$ cat config.mk
export PLATFORM = sky130hd
export DESIGN_NAME = seven_seg_scanner
export DESIGN_NICKNAME = d
export VERILOG_FILES = /design/src/rtl/seven_seg_pkg.sv /design/src/rtl/seven_seg_scanner_prescaler.sv /design/src/rtl/seven_seg_scanner.sv
export SDC_FILE = /design/constraint.sdc
export NUM_CORES = 1
export LEC_CHECK = 0
export ABC_AREA = 1
export CORE_AREA = 10 10 125 150
export DETAILED_ROUTE_END_ITERATION = 10
export DIE_AREA = 0 0 135 160
export GPL_TIMING_DRIVEN = 0
export PLACE_DENSITY = 0.54
export SYNTH_ARGS = -nofsm -noshare
export SYNTH_HDL_FRONTEND = slang
export SYNTH_SLANG_ARGS = --single-unit
export TNS_END_PERCENT = 1
$ cat constraint.sdc
create_clock -name clk -period 5.2 [get_ports clk]
set_input_delay 1.3 -clock clk [delete_from_list [all_inputs] [get_ports clk]]
set_output_delay 1.3 -clock clk [all_outputs]
set_load 0.02 [all_outputs]
$ cat src/rtl/seven_seg_pkg.sv
// Shared types for the seven-segment display path (scanner and decoder).
package seven_seg_pkg;

    localparam int NUM_DIGITS = 8;

    typedef logic [3:0]            nibble_t;
    typedef logic [2:0]            digit_sel_t;
    typedef logic [31:0]           disp_word_t;
    typedef logic [NUM_DIGITS-1:0] digit_mask_t;

    localparam digit_sel_t LAST_DIGIT = digit_sel_t'(NUM_DIGITS - 1);

    function automatic nibble_t digit_of(input disp_word_t word, input digit_sel_t idx);
        return word[{idx, 2'b00} +: 4];
    endfunction

endpackage

$ cat src/rtl/seven_seg_scanner_prescaler.sv
// Terminal-count divider: tick is high for one cycle out of every DIV.
module refresh_prescaler #(
    parameter int DIV   = 100000,
    parameter int CNT_W = $clog2(DIV)
) (
    input  logic clk,
    input  logic rst,
    output logic tick
);

    logic [CNT_W-1:0] cnt;

    assign tick = (cnt == CNT_W'(DIV - 1));

    // NOTE: sequential state uses non-blocking assignments so every register
    // samples pre-edge values, independent of statement order.
    always_ff @(posedge clk or posedge rst) begin
        if (rst) begin
            cnt <= '0;
        end else if (tick) begin
            cnt <= '0;
        end else begin
            cnt <= cnt + CNT_W'(1);
        end
    end

endmodule

$ cat src/rtl/seven_seg_scanner.sv
// Eight-digit scan controller with a double-buffered value/mask that is
// swapped in only at frame boundaries.
module seven_seg_scanner
    import seven_seg_pkg::*;
#(
    parameter int REFRESH_DIV = 100000
) (
    input  logic        clk,
    input  logic        rst,
    input  logic        wr_en,
    input  logic [31:0] wr_data,
    input  logic [7:0]  wr_mask,
    output logic [3:0]  num,
    output logic [2:0]  sel,
    output logic        blank,
    output logic        pending,
    output logic        frame_start
);

    localparam int CNT_W = $clog2(REFRESH_DIV);

    logic        tick;
    digit_sel_t  sel_reg;
    disp_word_t  disp_reg;
    digit_mask_t en_reg;
    disp_word_t  shadow_data;
    digit_mask_t shadow_mask;
    logic        pending_reg;
    logic        frame_start_reg;

    refresh_prescaler #(
        .DIV   (REFRESH_DIV),
        .CNT_W (CNT_W)
    ) u_prescaler (
        .clk  (clk),
        .rst  (rst),
        .tick (tick)
    );

    always_ff @(posedge clk or posedge rst) begin
        if (rst) begin
            sel_reg         <= '0;
            disp_reg        <= '0;
            en_reg          <= '0;
            shadow_data     <= '0;
            shadow_mask     <= '0;
            pending_reg     <= 1'b0;
            frame_start_reg <= 1'b0;
        end else begin
            frame_start_reg <= 1'b0;
            if (tick) begin
                sel_reg <= sel_reg + digit_sel_t'(1);
                if (sel_reg == LAST_DIGIT) begin
                    frame_start_reg <= 1'b1;
                    if (pending_reg) begin
                        disp_reg    <= shadow_data;
                        en_reg      <= shadow_mask;
                        pending_reg <= 1'b0;
                    end
                end
            end
            // NOTE: this write comes after the frame swap on purpose; when both
            // fire on one edge the later assignment wins and pending stays set.
            if (wr_en) begin
                shadow_data <= wr_data;
                shadow_mask <= wr_mask;
                pending_reg <= 1'b1;
            end
        end
    end

    // Outputs are muxed from registers only, so num/sel/blank move together.
    assign sel         = sel_reg;
    assign num         = digit_of(disp_reg, sel_reg);
    assign blank       = ~en_reg[sel_reg];
    assign pending     = pending_reg;
    assign frame_start = frame_start_reg;

endmodule
* Word-level counts from Yosys, hierarchy flattened
Index checks and enable logic that the tools add are counted.
Word-level totals: register bits 102, latch bits 0, memory bits (writable) 0, ROM bits 0, input port bits 43, output and inout port bits 10, logic and storage cells 27, memories kept 0
Operators by class: add/subtract/negate cells 2, multiply operators 0, div/mod/pow operators 0, magnitude comparators 1, equality and inequality tests 2, shift-type cells 1, mux-type cells 8, bitwise operators 1, reduce and logical (&&, ||, !) cells 4
Operators with widths (number):
- $shiftx A32 B6 Y4 | 1
- $add A17 B1 Y17 const B | 1
- $eq A17 B17 Y1 const B | 1
- $mux W17 | 1
- $mux W1 | 6
- $lt A3 B4 Y1 const B | 1
- $reduce_bool A2 Y1 | 2
- $add A3 B1 Y3 const B | 1
- $bmux W1 S3 | 1
- $eq A3 B3 Y1 const B | 1
- $reduce_and A3 Y1 | 1
- $reduce_and A2 Y1 | 1
- $not A1 Y1 | 1

* Logic depth before layout (Yosys ltp)
Gate-level depths: netlist of run 1.
depth after elaboration 4, depth in mapped cells 9, mapped depth without buffers 9

* Cells and area by module
Synthesis of run 1 repeated with hierarchy kept, for this count alone.
Unflattened totals: cell total of the unflattened synthesis 584, area total of the unflattened synthesis 4822.1 um^2
By module, submodules not included:
- seven_seg_scanner | times used 1, cells each 440, area an instance 3844.9 um^2, sequential area each 2127.0 um^2
- refresh_prescaler | times used 1, cells each 144, area an instance 977.2 um^2, sequential area each 425.4 um^2

* Least setup slack after synthesis of run 1
Ideal clock, no wire load.
path type flip-flop to output port, from reg sel_reg[1] (netlist: sel[1]), to out blank, data arrival time 1.473 ns, required time 3.900 ns, slack 2.427 ns, cell stages (with the launch flop) 6, path buffers 2, cell sequence dfrtp_1 > clkbuf_1 > inv_1 > clkbuf_1 > nand3_1 > a32oi_1
On the way: word-level cells in the longest chain between the ends 3
Ends and longest elaborated chain:
- from (decl) | RTL line seven_seg_scanner.sv:23 | digit_sel_t sel_reg;
- from (signal assigned) | RTL line seven_seg_scanner.sv:52 | sel_reg <= sel_reg + digit_sel_t'(1);
- $bmux W1 S3 | RTL line seven_seg_scanner.sv:75 | assign blank = ~en_reg[sel_reg];
- $mux W1 (implied by the code) | RTL line seven_seg_scanner.sv:75
- $not A1 Y1 | RTL line seven_seg_scanner.sv:75
- to (decl) | RTL line seven_seg_scanner.sv:15 | output logic blank,
No other way between the ends. The select of a mux whose other input is x is not followed.

* Final worst setup path of run 1
from reg sel_reg[1] (netlist: sel[1]), to out num[3]
On the way: word-level cells in the longest chain between the ends 1
Ends and longest elaborated chain:
- $shiftx A32 B6 Y4 | RTL line seven_seg_pkg.sv:14 | return word[{idx, 2'b00} +: 4];
- to (decl) | RTL line seven_seg_scanner.sv:13 | output logic [3:0] num,
No other way between the ends.

==> results.md, run 1 <==
| Result | Reported |
| --- | --- |
| Final count of pins violating max slew | 0 |
| Required arrival time at the worst endpoint | 3900 ps |
| Number of antenna violations at the first check in global routing | 0 |
| I/O pins | 53 |
| RSZ-0062 raised after global routing | no |
| Post-layout net count | 684 |
| Hold WC Path Type | flip-flop to flip-flop |
| Final worst clock skew | 8.350 ps |
| DRC violations left | 0 |
| Clock latency on the worst-skew pair | 360 ps |
| Clock tree from TritonCTS | yes |
| Hold Violations, Final | 0 |
| WS Path Type | flip-flop to primary output |
| DR vias | 3,932 |
| Die width | 135 um |
| Global-route usage over all layers | 11.47% |
| Vias in the first global route | 4,052 |
| Clock period minus worst slack | 3999 ps |
| Count of port buffers added during placement | 51 |
| Critical Path Sink | num[3] |
| CP Data Arrival Time | 2700 ps |
| Met2 WL | 6119 um |
| Placed wire-length estimate | 9177 um |
| Final critical-path setup slack | 1201 ps |
| Run status | finished clean |
| Area Overhead vs Synth | 23.35% |
| Number of post-CTS setup repair buffers | 0 |
| Final worst-path cycle share | 76.90% |
| Critical-path maximum fanout | 10 |
| Share of flip-flops with an asynchronous set or reset after synthesis | 100.0% |
| Area of the core region | 0.01589 sq mm |
| CTS buffer count | 9 |
| Most common flop cell mapped by yosys | dfrtp_1 |
| Detail Route met3 WL | 347 um |
| Share of layout cells above drive strength 1 | 8.865% |
| Overflow after GRT | 0 |
| Clock root buffer master | clkbuf_16 |
| Clock-pin slew of the registers on the worst-case setup and hold paths | 70 ps |
| Most frequent cells in the layout | 245 x nand2_1, 102 x dfrtp_1, 51 x clkdlybuf4s50_1 |
| Worst-Margin Slew | 730.8 ps |
| Type of destination of the critical path | primary output |
| Uppermost metal layer occupied by signal nets | met4 |
| # setup viols final | 0 |
| Number of enable-type register cells in the synthesized netlist | 0 |
| Global-route wire length before repair | 20,150 um |
| Gates resized, CTS repair | 0 |
| Terminus of the critical flop-to-flop path | disp_reg[18] |
| Number of library cell types mapped by synthesis | 29 |
| Antenna viol nets, final | 0 |
| Maximum number of pins on one net before global-route repair | 56 |
| Post-place setup slack | 1583 ps |
| Number of synthesis warnings | 0 |
| Number of nets produced by synthesis | 621 |
| Max-cap violations | 0 |
| Count of H-tree levels built during CTS | 3 |
| Share of the core filled with cells in the final layout | 37.31% |
| Max Freq | 0.2501 GHz |
| Standard-cell row count | 51 |
| First-pass iteration count of the detailed router | 4 |
| Crit path from | sel[1] |
| Max Buffers Root-to-Sink | 2 |
| Start of the worst register-to-register path | u_prescaler.cnt[0] |
| Hold-fix buffers at CTS | 0 |
| Number of cells on the worst reg-to-reg path | 8 |
| Highest ir drop seen on vdd | 0.1463 mV |
| Total die area | 0.02160 sq mm |
| Mean routed wirelength per cell | 14.08 um |
| Number of violations reported at the end of detailed-routing iteration 0 | 246 |
| Placement Cell Area | 0.005612 sq mm |
| Post-synthesis average cell area | 8.358 sq um |
| Setup TNS | 0 ps |
| Via density per instance | 4.599 |
| Leak pwr | 0.002977 uW |
| GP Congestion | 0.8942 |
| Area of the mapped netlist | 0.004806 sq mm |
| Routed Wire Length | 12,040 um |
| Share of the yosys chip area belonging to registers | 53.11% |
| Routed metal-1 wire length | 5360 um |
| Number of sinks on the clock net | 102 |
| Final cell area excluding filler cells | 0.005928 sq mm |
| Flops & latches, synth | 102 |
| Cells after Synth | 575 |
| Starting density of the core | 30.25% |
| Chip height | 160 um |
| Filler instances | 1,645 |
| Reg2reg setup slack | 3560 ps |
| Total power divided by cell area | 277.1 mW/mm^2 |
| Most common library cell in the layout ignoring fill and taps | nand2_1 |
| Worst slew margin relative to its limit | 51.28% |
| Total design power | 1643 uW |
| Count of antenna diodes in the layout | 0 |
| Kind of launch point of the worst setup path | flip-flop |
logic make-up (layout without fill, tap and decap cells):
family / Yosys count / count (layout) / share of synthesized area [%]
AND/OR/NAND/NOR: 364 / 364 / 33.79
flip-flops: 102 / 102 / 53.11
buffers and inverters: 65 / 133 / 7.081
AO/OA/AOI/OAI: 33 / 33 / 3.775
XOR/XNOR: 8 / 8 / 1.458
adder cells (fa/ha/maj): 3 / 3 / 0.7811
worst max-delay path, cell delays in order, from the launching register on:
cell,delay (ps)
dfrtp_1,430
clkbuf_1,260
inv_1,160
clkbuf_1,350
o21ai_0,160
o22ai_1,160
nand2_1,100
nand2_1,100
clkdlybuf4s50_1,610
power by group:
group / total (uW) / leakage [uW] / switching [uW] / internal (uW)
clock: 717 / 0.000153 / 321 / 396
combinational: 88.3 / 0.00149 / 45.5 / 42.9
sequential: 837 / 0.00133 / 17.0 / 820
total: 1640 / 0.00298 / 384 / 1260
how the worst min path moves through the flow:
stage / start / to / slack [ps] / cells past startpoint
after floorplan: u_prescaler.cnt[0] / u_prescaler.cnt[0] / 430 / 1
after global placement: u_prescaler.cnt[0] / u_prescaler.cnt[0] / 450 / 1
after detailed placement: u_prescaler.cnt[0] / u_prescaler.cnt[0] / 460 / 1
after CTS: u_prescaler.cnt[0] / u_prescaler.cnt[0] / 470 / 1
after global routing: disp_reg[18] / disp_reg[18] / 500 / 2
final: u_prescaler.cnt[0] / u_prescaler.cnt[0] / 460 / 1
layout make-up:
| cell class | instances | area, sq um | area share [%] |
|---|---|---|---|
| plain buffers | 34 | 224.0 | 3.778 |
| clock buffers | 10 | 239.0 | 4.031 |
| clock inverters | 6 | 77.57 | 1.309 |
| inverters | 31 | 118.9 | 2.005 |
| multi-input cells | 408 | 1913 | 32.27 |
| flip-flops and latches | 102 | 2552 | 43.06 |
| well taps | 212 | 265.3 | 4.474 |
| repair buffers | 52 | 538.0 | 9.076 |
per-stage QoR:
stage	std cells	hold WS, ps
after global routing	855	499.0
final	855	460.9
after global placement	838	446.4
after floorplan	575	429.6
after detailed placement	839	455.6
after CTS	855	465.6
metal layers:
| layer | GRT usage, % | up-vias |
|---|---|---|
| met1 | 13.96 | 1864 |
| met2 | 19.28 | 78 |
| met5 | 0 | - |
| met3 | 2.228 | 13 |
| li1 | - | 1977 |
| met4 | 4.706 | 0 |
synth_stat cells (2+ instances only):
master,n,area (sq um)
a21oi_1,3,15.01
buf_2,5,25.02
buf_4,3,22.52
buf_6,10,112.6
clkbuf_1,15,56.30
dfrtp_1,102,2552
ha_1,3,37.54
inv_1,26,97.59
inv_2,5,18.77
nand2_1,245,919.6
nand2_2,3,18.77
nand3_1,10,50.05
nand4_1,47,294.0
nor2_1,38,142.6
nor2_2,3,18.77
nor2_4,5,56.30
nor3_1,6,30.03
nor3b_1,2,15.01
o21ai_0,20,100.1
o22ai_1,8,50.05
xor2_1,8,70.07
Power figures use the tool's default switching activity.
==> run 2: changes to the inputs <==
Clock period 5.2 ns to 3.7 ns, I/O delays scaled along.
==> run 2 against run 1 <==
- clock power up 41%
- count of clock-buffer cells in the layout unchanged
- global-route usage stayed put
- sequential power rose by 41%
- first-iteration DRC count is the same
- core utilization about the same
- power grew 41%
- sequential share of layout area about the same
- worst setup slack worse by 950 ps
- critical path depth did not move
- critical path type unchanged
- critical endpoint unchanged
- largest power group unchanged
==> results.md, run 2 (synthesis results as in run 1) <==
| Result | Reported | Delta |
| --- | --- | --- |
| Clock-pin slew of the registers on the worst-case setup and hold paths | 70 ps | about the same |
| Start of the worst register-to-register path | u_prescaler.cnt[0] |  |
| CTS buffer count | 9 | unchanged |
| Stage delay of the slowest cell on the critical path | 610 ps | about the same |
| Number of violations reported at the end of detailed-routing iteration 0 | 246 | unchanged |
| Post-place setup slack | 458.4 ps | -1125 ps |
| Overflow after GRT | 0 | unchanged |
| Total design power | 2309 uW | +41% |
| First-pass iteration count of the detailed router | 4 | unchanged |
| I/O pins | 53 | unchanged |
| Critical-path maximum fanout | 10 | unchanged |
| Chip height | 160 um | unchanged |
| GP Congestion | 0.8942 | unchanged |
| Number of post-CTS setup repair buffers | 0 | unchanged |
| Reg2reg setup slack | 2060 ps | -1500 ps |
| Clock latency on the worst-skew pair | 360 ps | about the same |
| Total die area | 0.02160 sq mm | unchanged |
| Antenna viol nets, final | 0 | unchanged |
| Run status | finished clean |  |
| Final count of pins violating max slew | 0 | unchanged |
| Number of sinks on the clock net | 102 | unchanged |
| Count of port buffers added during placement | 51 | unchanged |
| Vias in the first global route | 4,052 | unchanged |
| Kind of launch point of the worst setup path | flip-flop |  |
| Critical path, cell by cell | clkbuf_1 -> inv_1 -> clkbuf_2 -> o21ai_0 -> o22ai_1 -> nand2_1 -> nand2_1 -> clkdlybuf4s50_1 |  |
| Number of antenna violations at the first check in global routing | 0 | unchanged |
| Count of antenna diodes in the layout | 0 | unchanged |
| Clock tree from TritonCTS | yes |  |
| Terminus of the critical flop-to-flop path | disp_reg[18] |  |
| Most frequent cells in the layout | 245 x nand2_1, 102 x dfrtp_1, 51 x clkdlybuf4s50_1 |  |
| Hold WC Path Type | flip-flop to flip-flop |  |
| Final critical-path setup slack | 252.5 ps | -948.8 ps |
| Share of the core filled with cells in the final layout | 37.32% | about the same |
| HP Start | u_prescaler.cnt[0] |  |
| Area Overhead vs Synth | 23.38% | about the same |
| Die width | 135 um | unchanged |
| Highest ir drop seen on vdd | 0.2060 mV | +41% |
| CP Data Arrival Time | 2520 ps | -180 ps |
| Global-route wire length before repair | 20,150 um | unchanged |
| Mean routed wirelength per cell | 14.07 um | -0.11% |
| Max Buffers Root-to-Sink | 2 | unchanged |
| Placed wire-length estimate | 9177 um | unchanged |
| Total power divided by cell area | 389.3 mW/mm^2 | +41% |
| Max Freq | 0.2901 GHz |  |
| DR vias | 3,935 | +0.076% |
| Routed Wire Length | 12,030 um | -0.11% |
| Maximum number of pins on one net before global-route repair | 56 | unchanged |
| Number of cells on the worst reg-to-reg path | 8 | unchanged |
| RSZ-0062 raised after global routing | no |  |
| Worst path top cell family by delay | buffers and inverters |  |
| Worst-Margin Slew | 734.4 ps | +3.624 ps |
| Post-layout net count | 684 | unchanged |
| Count of H-tree levels built during CTS | 3 | unchanged |
| Leak pwr | 0.002980 uW | about the same |
| Worst slew margin relative to its limit | 51.04% | -0.24 points |
| Max-cap violations | 0 | unchanged |
| Clock root buffer master | clkbuf_16 |  |
| Standard-cell row count | 51 | unchanged |
| Type of destination of the critical path | primary output |  |
| Filler instances | 1,644 | -0.061% |
| Crit-path slowest cell | clkdlybuf4s50_1 |  |
| Cell with the most instances on the worst path | nand2_1 |  |
| Share of layout cells above drive strength 1 | 9.020% | +0.16 points |
| Clock period minus worst slack | 3448 ps |  |
| Required arrival time at the worst endpoint | 2770 ps | -1130 ps |
| Worst hold margin | 460.9 ps | unchanged |
| Starting density of the core | 30.25% | unchanged |
| Cell depth of the worst min-delay path | 1 | unchanged |
| # setup viols final | 0 | unchanged |
| Final worst-path cycle share | 93.18% |  |
| CP Buf/Inv Count | 4 | unchanged |
| Via density per instance | 4.602 | about the same |
| Global-route usage over all layers | 11.47% | unchanged |
| Final worst clock skew | 8.352 ps | +0.001750 ps |
| WS Path Type | flip-flop to primary output |  |
| Hold Violations, Final | 0 | unchanged |
| Area of the core region | 0.01589 sq mm | unchanged |
| Most common library cell in the layout ignoring fill and taps | nand2_1 |  |
| DRC violations left | 0 | unchanged |
| Worst Hold End | u_prescaler.cnt[0] |  |
## run 2: power by group
| group | switching [uW] | internal, uW |
|---|---|---|
| combinational | 64.0 | 60.3 |
| clock | 451 | 556 |
| sequential | 23.9 | 1150 |
| total | 539 | 1770 |
## run 2: final cells by class
type                    count  area (sq um)  area share, %
multi-input cells         408          1913          32.26
inverters                  31         118.9          2.005
plain buffers              34         225.2          3.798
clock inverters             6         77.57          1.308
well taps                 212         265.3          4.474
clock buffers              10         239.0          4.030
repair buffers             52         538.0          9.074
flip-flops and latches    102          2552          43.05
## run 2: metrics by stage
stage	TNS, ps	std cells	instance area [sq um]
4_1_cts	0	855	5928
6_report	0	855	5929
3_3_place_gp	-143750	838	5582
3_5_place_dp	0	839	5612
5_1_grt	0	855	5929
2_1_floorplan	0	575	4806
## run 2: worst reg2reg max path, cell delays in order (launching register included)
cell     delay (ps)
dfrtp_1         370
ha_1            170
nand2_1         100
nor2_4          180
nand3_2         150
nor2_8          220
buf_6           170
nand4_1         120
nand2_1          90
## run 2: how the worst max path moves through the flow
stage                      start              end  slack [ps]  cells past startpoint
after floorplan              rst      disp_reg[0]         100                      1
after global placement       rst  shadow_data[12]       -1420                      2
after detailed placement  sel[1]           num[3]         460                      8
after CTS                 sel[1]           num[3]          60                      8
after global routing      sel[1]           num[3]         130                      8
final                     sel[1]           num[3]         250                      8
## run 2: metal layers
layer / up-vias / share of wire (%) / track usage (%)
met2: 77 / 51 / 19.28
met4: 0 / 1.8 / 4.706
met1: 1866 / 44 / 13.96
met5: - / 0 / 0
li1: 1979 / - / -
met3: 13 / 2.9 / 2.228
## run 2: what timing repair did
action | 4_1_cts | 5_1_grt
hold buffers | 0 | 0
setup endpoints to repair | 0 | 4
resized for setup | 0 | 2
==> run 3: changes to the inputs <==
Settings changed: SLEW_MARGIN set to 20.
==> run 3 against run 2 <==
- sequential share of layout area rose by 0.055 points
- clock power barely moved
- register-to-register slack improved by 20 ps
- via count rose by 0.38%
- die area did not move
- flip-flop and latch count did not move
- core utilization barely moved
- power fell by 0.34%
- critical path type unchanged
- critical endpoint is now blank
- largest power group unchanged
- highest routed layer unchanged
==> results.md, run 3 (synthesis results as in run 1) <==
| Result | Reported | Delta |
| --- | --- | --- |
| # setup viols final | 0 | unchanged |
| Highest ir drop seen on vdd | 0.1965 mV | -4.6% |
| WS Path Type | flip-flop to primary output |  |
| I/O pins | 53 | unchanged |
| Gates resized, CTS repair | 0 | unchanged |
| CP Buf/Inv Count | 3 | -1 |
| Worst Hold End | u_prescaler.cnt[0] |  |
| Total die area | 0.02160 sq mm | unchanged |
| Type of destination of the critical path | primary output |  |
| Reg2reg setup slack | 2080 ps | +20 ps |
| Count of port buffers added during placement | 51 | unchanged |
| Final count of pins violating max slew | 0 | unchanged |
| Clock root buffer master | clkbuf_16 |  |
| Kind of launch point of the worst setup path | flip-flop |  |
| First-pass iteration count of the detailed router | 4 | unchanged |
| Number of violations reported at the end of detailed-routing iteration 0 | 242 | -1.6% |
| Total power divided by cell area | 388.5 mW/mm^2 | -0.22% |
| Number of sinks on the clock net | 102 | unchanged |
| Routed metal-1 wire length | 5278 um | -0.96% |
| Leak pwr | 0.002974 uW | -0.20% |
| Chip height | 160 um | unchanged |
| Cells after DPL | 839 | unchanged |
| Start of the worst register-to-register path | u_prescaler.cnt[0] |  |
| Max Freq | 0.2884 GHz | -0.59% |
| Number of cells on the worst reg-to-reg path | 8 | unchanged |
| Terminus of the critical flop-to-flop path | disp_reg[17] |  |
| Number of antenna violations at the first check in global routing | 0 | unchanged |
| Via density per instance | 4.625 | +0.50% |
| Required arrival time at the worst endpoint | 2770 ps | about the same |
| Clock latency on the worst-skew pair | 350 ps | about the same |
| Routed Wire Length | 12,060 um | +0.27% |
| CTS buffer count | 9 | unchanged |
| DR vias | 3,950 | +0.38% |
| Number of post-CTS setup repair buffers | 0 | unchanged |
| RSZ-0062 raised after global routing | no |  |
| Share of the core filled with cells in the final layout | 37.27% | -0.047 points |
| Global-route usage over all layers | 11.52% | +0.057 points |
| Antenna viol nets, final | 0 | unchanged |
| Critical-path maximum fanout | 12 | +2 |
| Non-filler instance count after layout | 854 | -0.12% |
| Cell with the most instances on the worst path | a21oi_1 |  |
| Max-cap violations | 0 | unchanged |
| Area Overhead vs Synth | 23.22% |  |
| Area of the core region | 0.01589 sq mm | unchanged |
| Die width | 135 um | unchanged |
| GP Congestion | 0.8942 | unchanged |
| Worst-Margin Slew | 514.6 ps | -219.8 ps |
| Mean routed wirelength per cell | 14.12 um | +0.38% |
| Maximum number of pins on one net before global-route repair | 83 | +48% |
| Max Buffers Root-to-Sink | 2 | unchanged |
| Worst slew margin relative to its limit | 65.69% | +15 points |
| Count of antenna diodes in the layout | 0 | unchanged |
| Most common library cell in the layout ignoring fill and taps | nand2_1 |  |
| Hold WC Path Type | flip-flop to flip-flop |  |
| Cell depth of the worst min-delay path | 1 | unchanged |
| Standard-cell row count | 51 | unchanged |
| Number of gates on the worst path with buffers counted | 6 | -2 |
| Count of H-tree levels built during CTS | 3 | unchanged |
| Critical path, cell by cell | clkbuf_1 -> inv_1 -> a21oi_1 -> a21oi_1 -> a32oi_1 -> clkdlybuf4s50_1 |  |
| Hold-fix buffers at CTS | 0 | unchanged |
| Worst path top cell family by delay | buffers and inverters |  |
| Crit-path slowest cell | clkdlybuf4s50_1 |  |
| Stage delay of the slowest cell on the critical path | 650 ps | +40 ps |
| Starting density of the core | 30.25% | unchanged |
| Final worst clock skew | 7.802 ps | -0.5497 ps |
| Final worst-path cycle share | 93.73% | +0.55 points |
| Hold Violations, Final | 0 | unchanged |
| Uppermost metal layer occupied by signal nets | met4 |  |
| Share of layout cells above drive strength 1 | 8.879% | -0.14 points |
| Met2 WL | 6126 um | about the same |
| Detail Route met3 WL | 386 um | +9.0% |
| Run status | finished clean |  |
| HP Start | u_prescaler.cnt[0] |  |
| Most frequent cells in the layout | 245 x nand2_1, 102 x dfrtp_1, 51 x clkdlybuf4s50_1 |  |
| Total design power | 2301 uW | -0.34% |
| Overflow after GRT | 0 | unchanged |
| Post-layout net count | 683 | -0.15% |
| Global-route wire length before repair | 20,090 um | -0.28% |
| Vias in the first global route | 4,065 | +0.32% |
| Placed wire-length estimate | 9163 um | -0.16% |
| Clock-pin slew of the registers on the worst-case setup and hold paths | 70 ps | about the same |
| DRC violations left | 0 | unchanged |
| Clock tree from TritonCTS | yes |  |
| CP Data Arrival Time | 2540 ps | +20 ps |
| Clock period minus worst slack | 3468 ps | +20.45 ps |
## run 3: cell count changes in the layout (fill, tap and decap cells not counted), sizes merged
cell,previous run,this run
clkbuf,26,24
inv,34,36
clkinv,1,0
## run 3: worst max path at each step
stage,startpoint,endpoint,slack (ps)
final,sel[1],blank,230
after global routing,sel[1],blank,60
after CTS,sel[1],num[3],80
after detailed placement,sel[1],num[3],470
after global placement,rst,shadow_data[12],-1420
after floorplan,rst,disp_reg[0],100
## run 3: where the power goes
part           internal, uW  total [uW]  switching (uW)  leakage, uW
logic                  60.4         124            64.1      0.00149
registers              1150        1180            23.9      0.00133
clock network           542        1000             458     0.000151
## run 3: metrics by stage
stage	setup TNS [ps]	hold WS, ps	setup WS [ps]	area (sq um)
2_1_floorplan	0	429.6	99.52	4806
3_3_place_gp	-143750	446.4	-1417	5582
4_1_cts	0	464.3	78.74	5926
5_1_grt	0	496.4	59.02	5922
6_report	0	457.6	232.0	5922
3_5_place_dp	0	454.2	467.3	5614
## run 3: layout make-up
cell class	count	area (sq um)
repair buffers	52	538.0
multi-input cells	408	1913
fillers	1665	9967
inverters	31	121.4
flip-flops and latches	102	2552
clock buffers	9	225.2
well taps	212	265.3
clock inverters	7	86.33
plain buffers	33	220.2
## run 3: metal layers
layer,up-vias,global-route usage (%)
met5,-,0
met4,0,4.902
met3,20,2.103
met2,71,19.84
met1,1885,13.65
li1,1974,-
## run 3: worst reg2reg max path: stages, from the launching register on
cell	delay [ps]
dfrtp_1	370
ha_1	170
nand2_1	100
nor2_4	180
nand3_2	150
nor2_8	210
buf_6	170
nand4_1	110
nand2_1	100
